<file path="config.mk">
export PLATFORM = sky130hd
export DESIGN_NAME = serial_mult_ctrl
export DESIGN_NICKNAME = d
export VERILOG_FILES = /design/src/rtl/serial_mult_pkg.sv /design/src/rtl/serial_mult_ctrl_fa_cell.sv /design/src/rtl/serial_mult_ctrl.sv
export SDC_FILE = /design/constraint.sdc
export NUM_CORES = 1
export LEC_CHECK = 0
export CORE_ASPECT_RATIO = 0.6
export CORE_UTILIZATION = 35
export CTS_BUF_LIST = sky130_fd_sc_hd__clkbuf_8
export DETAILED_ROUTE_END_ITERATION = 7
export HOLD_SLACK_MARGIN = 0.12
export SETUP_SLACK_MARGIN = 0.2
export SLEW_MARGIN = 40
export SYNTH_ARGS = -nofsm -noshare
export SYNTH_HDL_FRONTEND = slang
export SYNTH_HIERARCHICAL = 1
export SYNTH_SLANG_ARGS = --single-unit
export TNS_END_PERCENT = 1
</file>
<file path="constraint.sdc">
create_clock -name clk -period 1.6 [get_ports clk]
set_clock_uncertainty 0.05 [all_clocks]
set_input_delay 0.48 -clock clk [delete_from_list [all_inputs] [get_ports clk]]
set_output_delay 0.48 -clock clk [all_outputs]
set_load 0.05 [all_outputs]
</file>
<file path="src/rtl/serial_mult_pkg.sv">
// Shared types and helpers for the bit-serial shift-add multiplier.
package serial_mult_pkg;

  typedef enum logic [1:0] {
    IDLE  = 2'd0,
    ADD   = 2'd1,
    SHIFT = 2'd2,
    DONE  = 2'd3
  } state_e;

  localparam int unsigned WIDTH_DEFAULT = 8;

  // Width of the bit/iteration counters; never narrower than one bit.
  function automatic int unsigned cnt_width(input int unsigned w);
    return (w <= 2) ? 1 : $clog2(w);
  endfunction

endpackage

</file>
<file path="src/rtl/serial_mult_ctrl_fa_cell.sv">
// One-bit full adder: res = {cout, sum} = x + y + z.
module fa_cell (
  input  logic       x,
  input  logic       y,
  input  logic       z,
  output logic [1:0] res
);

  // Majority for carry, parity for sum.
  always_comb begin
    res = {(x & y) | (x & z) | (y & z), x ^ y ^ z};
  end

endmodule

</file>
<file path="src/rtl/serial_mult_ctrl.sv">
// Bit-serial unsigned shift-add multiplier controller.
// A single full-adder cell is sequenced over the accumulator, one bit per
// cycle, to form a WIDTH x WIDTH -> 2*WIDTH product.
// Optional build macro SERIAL_MULT_SKIP_ZERO_EN: iterations whose multiplier
// bit is zero bypass the ADD phase and go straight to SHIFT.
module serial_mult_ctrl
  import serial_mult_pkg::*;
#(
  parameter int unsigned WIDTH = WIDTH_DEFAULT
) (
  input  logic               clk,
  input  logic               rst,
  input  logic               in_valid,
  output logic               in_ready,
  input  logic [WIDTH-1:0]   a,
  input  logic [WIDTH-1:0]   b,
  output logic               out_valid,
  input  logic               out_ready,
  output logic [2*WIDTH-1:0] product,
  output logic               busy
);

  localparam int unsigned CW = cnt_width(WIDTH);
  localparam logic [CW-1:0] LAST = CW'(WIDTH - 1);

  state_e               state_q, state_d;
  logic [WIDTH-1:0]     m_q, m_d;
  logic [WIDTH-1:0]     a_q, a_d;
  logic [WIDTH-1:0]     q_q, q_d;
  logic                 c_q, c_d;
  logic [CW-1:0]        bit_cnt_q, bit_cnt_d;
  logic [CW-1:0]        iter_cnt_q, iter_cnt_d;
  logic [2*WIDTH-1:0]   product_q, product_d;
  logic [1:0]           fa_res;

  // The only adder in the datapath: accumulator LSB + gated multiplicand LSB + carry.
  fa_cell u_fa (
    .x   (a_q[0]),
    .y   (m_q[0] & q_q[0]),
    .z   (c_q),
    .res (fa_res)
  );

  // State and datapath registers; reset aborts any operation in flight.
  always_ff @(posedge clk or posedge rst) begin
    if (rst) begin
      state_q    <= IDLE;
      m_q        <= '0;
      a_q        <= '0;
      q_q        <= '0;
      c_q        <= 1'b0;
      bit_cnt_q  <= '0;
      iter_cnt_q <= '0;
      product_q  <= '0;
    end else begin
      state_q    <= state_d;
      m_q        <= m_d;
      a_q        <= a_d;
      q_q        <= q_d;
      c_q        <= c_d;
      bit_cnt_q  <= bit_cnt_d;
      iter_cnt_q <= iter_cnt_d;
      product_q  <= product_d;
    end
  end

  // Next-state and datapath sequencing.
  always_comb begin
    state_d    = state_q;
    m_d        = m_q;
    a_d        = a_q;
    q_d        = q_q;
    c_d        = c_q;
    bit_cnt_d  = bit_cnt_q;
    iter_cnt_d = iter_cnt_q;
    product_d  = product_q;
    unique case (state_q)
      IDLE: begin
        if (in_valid) begin
          m_d        = a;
          q_d        = b;
          a_d        = '0;
          c_d        = 1'b0;
          bit_cnt_d  = '0;
          iter_cnt_d = '0;
          state_d    = ADD;
`ifdef SERIAL_MULT_SKIP_ZERO_EN
          if (!b[0]) state_d = SHIFT;
`endif
        end
      end
      ADD: begin
        // A and M rotate together so after WIDTH cycles both are realigned.
        a_d = {fa_res[0], a_q[WIDTH-1:1]};
        m_d = {m_q[0], m_q[WIDTH-1:1]};
        c_d = fa_res[1];
        if (bit_cnt_q == LAST) begin
          bit_cnt_d = '0;
          state_d   = SHIFT;
        end else begin
          bit_cnt_d = bit_cnt_q + 1'b1;
        end
      end
      SHIFT: begin
        // Pending carry becomes the new accumulator MSB.
        a_d = {c_q, a_q[WIDTH-1:1]};
        q_d = {a_q[0], q_q[WIDTH-1:1]};
        c_d = 1'b0;
        if (iter_cnt_q == LAST) begin
          product_d = {a_d, q_d};
          state_d   = DONE;
        end else begin
          iter_cnt_d = iter_cnt_q + 1'b1;
          state_d    = ADD;
`ifdef SERIAL_MULT_SKIP_ZERO_EN
          // q_q[1] is the multiplier bit that will sit in Q[0] next iteration.
          if (!q_q[1]) state_d = SHIFT;
`endif
        end
      end
      DONE: begin
        if (out_ready) state_d = IDLE;
      end
      default: state_d = IDLE;
    endcase
  end

  // Handshake and status outputs decoded from state.
  always_comb begin
    in_ready  = (state_q == IDLE);
    out_valid = (state_q == DONE);
    busy      = (state_q == ADD) || (state_q == SHIFT);
    product   = product_q;
  end

endmodule

</file>
==> flow_summary.json <==
{
  "status": "finished, violations left",
  "violations": "negative setup slack",
  "drt-initial-drc-count": 88,
  "yosys.area_share.simple_pct": 11.1,
  "ys_seq_area_share_pct": 53.8,
  "initial_core_util_pct": 36.8,
  "tightestPinTransition_ns": 0.455,
  "fill_cells": 532,
  "synth_nets": 216,
  "crit_type": "register to primary output",
  "nNetsFinal": 273,
  "cts_tree": "built",
  "avgSynthCellArea_um2": 12.2,
  "synth_top_cell_by_area": "dfrtp_1",
  "crit_path_max_fanout": 4,
  "grt_max_degree": 50,
  "cts_made_buffers": 5,
  "cts_buffer_depth": 2,
  "hold_viol": 0,
  "p_per_area_mw_per_mm2": 689,
  "crit_buf_inv": 3,
  "seq_area_mm2": 0.00123,
  "synth-seq-cells": 49,
  "final_critical_path_setup_slack_ns": -0.118,
  "slew_headroom_pct": 69.5,
  "irDropWorstVdd_mv": 0.348,
  "drive_above_1_share_pct": 37.6,
  "synth_top_family_by_area": "compound AO/OA/AOI/OAI gates",
  "tns_ns": -1.08,
  "synth_compound_area_share_pct": 13.7,
  "antenna_cells": 0,
  "synth_area_mm2": 0.00228,
  "antenna_found_initial": 0,
  "yosys.area.top_type_share_pct": 53.8,
  "fmax_ghz": 0.582,
  "io_pins": 39,
  "dp_slack_ns": -0.474,
  "vias_per_cell": 4.97,
  "synth_xor_area_share_pct": 0,
  "finalMaxSlewViolations": 0,
  "fin_crit_ns": 1.72,
  "yosysWarnings": 6,
  "ys_types": 31,
  "multi_input_comb_area_mm2": 0.00104,
  "die_w_um": 106,
  "synthAdderAreaFrac_pct": 5.27,
  "cpPeakStageDelay_ns": 0.40,
  "drc": 0,
  "grt_pass1_vias": 1570,
  "final_common_cell": "dfrtp_1",
  "wl_per_cell_um": 15.6,
  "dr.pass1.iters": 4,
  "end_kind": "primary output",
  "cpLargestDelayFamily": "flip-flops",
  "crit_required_ns": 1.07,
  "globalplace.congestion": 0.787,
  "vias": 1635,
  "cp_slowest_cell": "dfrtp_1",
  "syn_inst": 187,
  "cts_max_level": 2,
  "clkTransAtPathRegs_ns": 0.09,
  "grt_pass1_wl_um": 8360,
  "insertion_delay_ns": 0.30,
  "fp.coreArea_mm2": 0.00619,
  "setup_viol": 26,
  "syn_to_final_growth_pct": 44.6,
  "routed_wl_um": 5130,
  "fp.dieH_um": 64.5,
  "dp_hpwl_um": 3400,
  "port_buffers": 38,
  "antenna_left": 0,
  "cts_root_buf": "clkbuf_8",
  "synth_mux_area_share_pct": 12.3,
  "die_area_mm2": 0.00685,
  "cp.arrival_ns": 1.19,
  "cts.sinks": 49,
  "rsz0062_at_grt": "true",
  "drv_cap": 0,
  "rows": 22,
  "post-route-period-util_pct": 107,
  "min_path_type": "register to register",
  "cp_cell_sequence": "inv_2 > ha_4 > buf_8 > buf_12",
  "leakage_nw": 1.45,
  "gr-usage-all-layers_pct": 15.9,
  "grt.overflow.total": 0,
  "final_cell_mix": "dfrtp_1, buf_12, clkdlybuf4s50_1, buf_4, mux2_2",
  "synth_area_leaders": "dfrtp_1, mux2_2, ha_1",
  "start_kind": "register"
}
## power breakdown
part           switching [W]   total, W  internal, W
combinational      0.0000405  0.0000929    0.0000524
sequential                 0    0.00124      0.00124
clock               0.000431   0.000940     0.000509
total               0.000472    0.00227      0.00180
## sequential cells by signal, summed over array words and instances (netlist names)
| signal | count |
|---|---|
| a_q | 8 |
| bit_cnt_q | 3 |
| c_q | 1 |
| iter_cnt_q | 3 |
| m_q | 8 |
| product | 16 |
| q_q | 8 |
| state_q | 2 |
## routing by layer
| layer | share of wire (%) | vias to the layer above | wire, µm | track usage (%) |
|---|---|---|---|---|
| met5 | 0 | - | 0 | 0 |
| met4 | 0.37 | 0 | 19 | 3.13 |
| met3 | 5.3 | 2 | 274 | 3.42 |
| met2 | 42 | 42 | 2140 | 21.6 |
| met1 | 53 | 800 | 2700 | 25.5 |
| li1 | - | 791 | - | - |
## final timing paths
kind	startpoint	slack, ns	to	cells after the start
setup reg to reg	state_q[1]$_DFFE_PP0P_	-0.07	m_q[5]$_DFFE_PP0P_	8
hold / removal	bit_cnt_q[0]$_DFFE_PP0P_	0.45	bit_cnt_q[0]$_DFFE_PP0P_	1
hold reg to reg	bit_cnt_q[0]$_DFFE_PP0P_	0.45	bit_cnt_q[0]$_DFFE_PP0P_	1
setup / recovery	state_q[1]$_DFFE_PP0P_	-0.12	in_ready	4
max in group asynchronous	rst	0.73	product[5]$_DFFE_PP0P_	3
min in group asynchronous	rst	0.53	product[1]$_DFFE_PP0P_	3
## repair_timing
item | 4_1_cts | 5_1_grt
cloned | 0 | 1
resized for setup | 25 | 14
setup buffers | 3 | 0
hold buffers | 0 | 0
pin swaps | 2 | 0
endpoints found under the setup margin | 68 | 68
endpoints found under the hold margin | 0 | 0
## Yosys cell counts
library cell   n
and2_1         2
nand2b_4       1
inv_1          3
o221a_2        3
or2_2          1
a22oi_1        1
and2_4         1
buf_2          7
nand2_2        1
o22ai_1        1
nor3_1         1
nand2b_1      12
a22o_1        10
o31ai_1        1
fa_1           1
a21oi_1        5
nand2_1       15
nand3_1        6
nor3_4         1
dfrtp_1       49
and4_1         1
o2bb2ai_1      1
nor2b_1        1
mux2_2        16
mux2i_1       10
ha_1           8
buf_6          3
clkbuf_1       2
nand3b_1       1
a221o_1        5
o21ai_0       17
## worst register-to-register path, delay by kind of cell, from the launching register on
family                   cells  cell delay, ns
adder cells (fa/ha/maj)      1            0.16
AO/OA/AOI/OAI                1            0.12
flip-flops                   1            0.40
multiplexers                 1            0.25
AND/OR/NAND/NOR              1            0.07
buffers and inverters        4            0.51
## logic make-up (layout without fill, tap and decap cells)
kind of cell,count (synthesis),count (layout)
adders and majority gates,9,9
DFF,49,49
buffers and inverters,15,73
AOI/OAI and AO/OA,44,44
muxes,26,26
and+or+nand+nor,44,44
## cell type report
class | instances | share of cell area (%)
Tap cell | 84 | 3.19
Clock buffer | 6 | 2.51
Sequential cell | 49 | 37.2
Multi-Input combinational cell | 123 | 31.5
Clock inverter | 2 | 1.14
Timing Repair Buffer | 62 | 24.0
Inverter | 3 | 0.456
## stage by stage
step / instances / instance area [µm²] / utilization [%] / hold slack [ns] / power (W)
final: 329 / 3300 / 53.2 / 0.448 / 0.00227
after global routing: 329 / 3300 / 53.2 / 0.471 / 0.00236
after CTS: 328 / 3250 / 52.5 / 0.451 / 0.00229
after detailed placement: 317 / 3070 / 49.6 / 0.421 / 0.00135
after global placement: 317 / 3070 / 49.6 / 0.417 / 0.00136
after floorplan: 187 / 2300 / - / 0.392 / 0.00129
(Power assumes the default switching activity.)
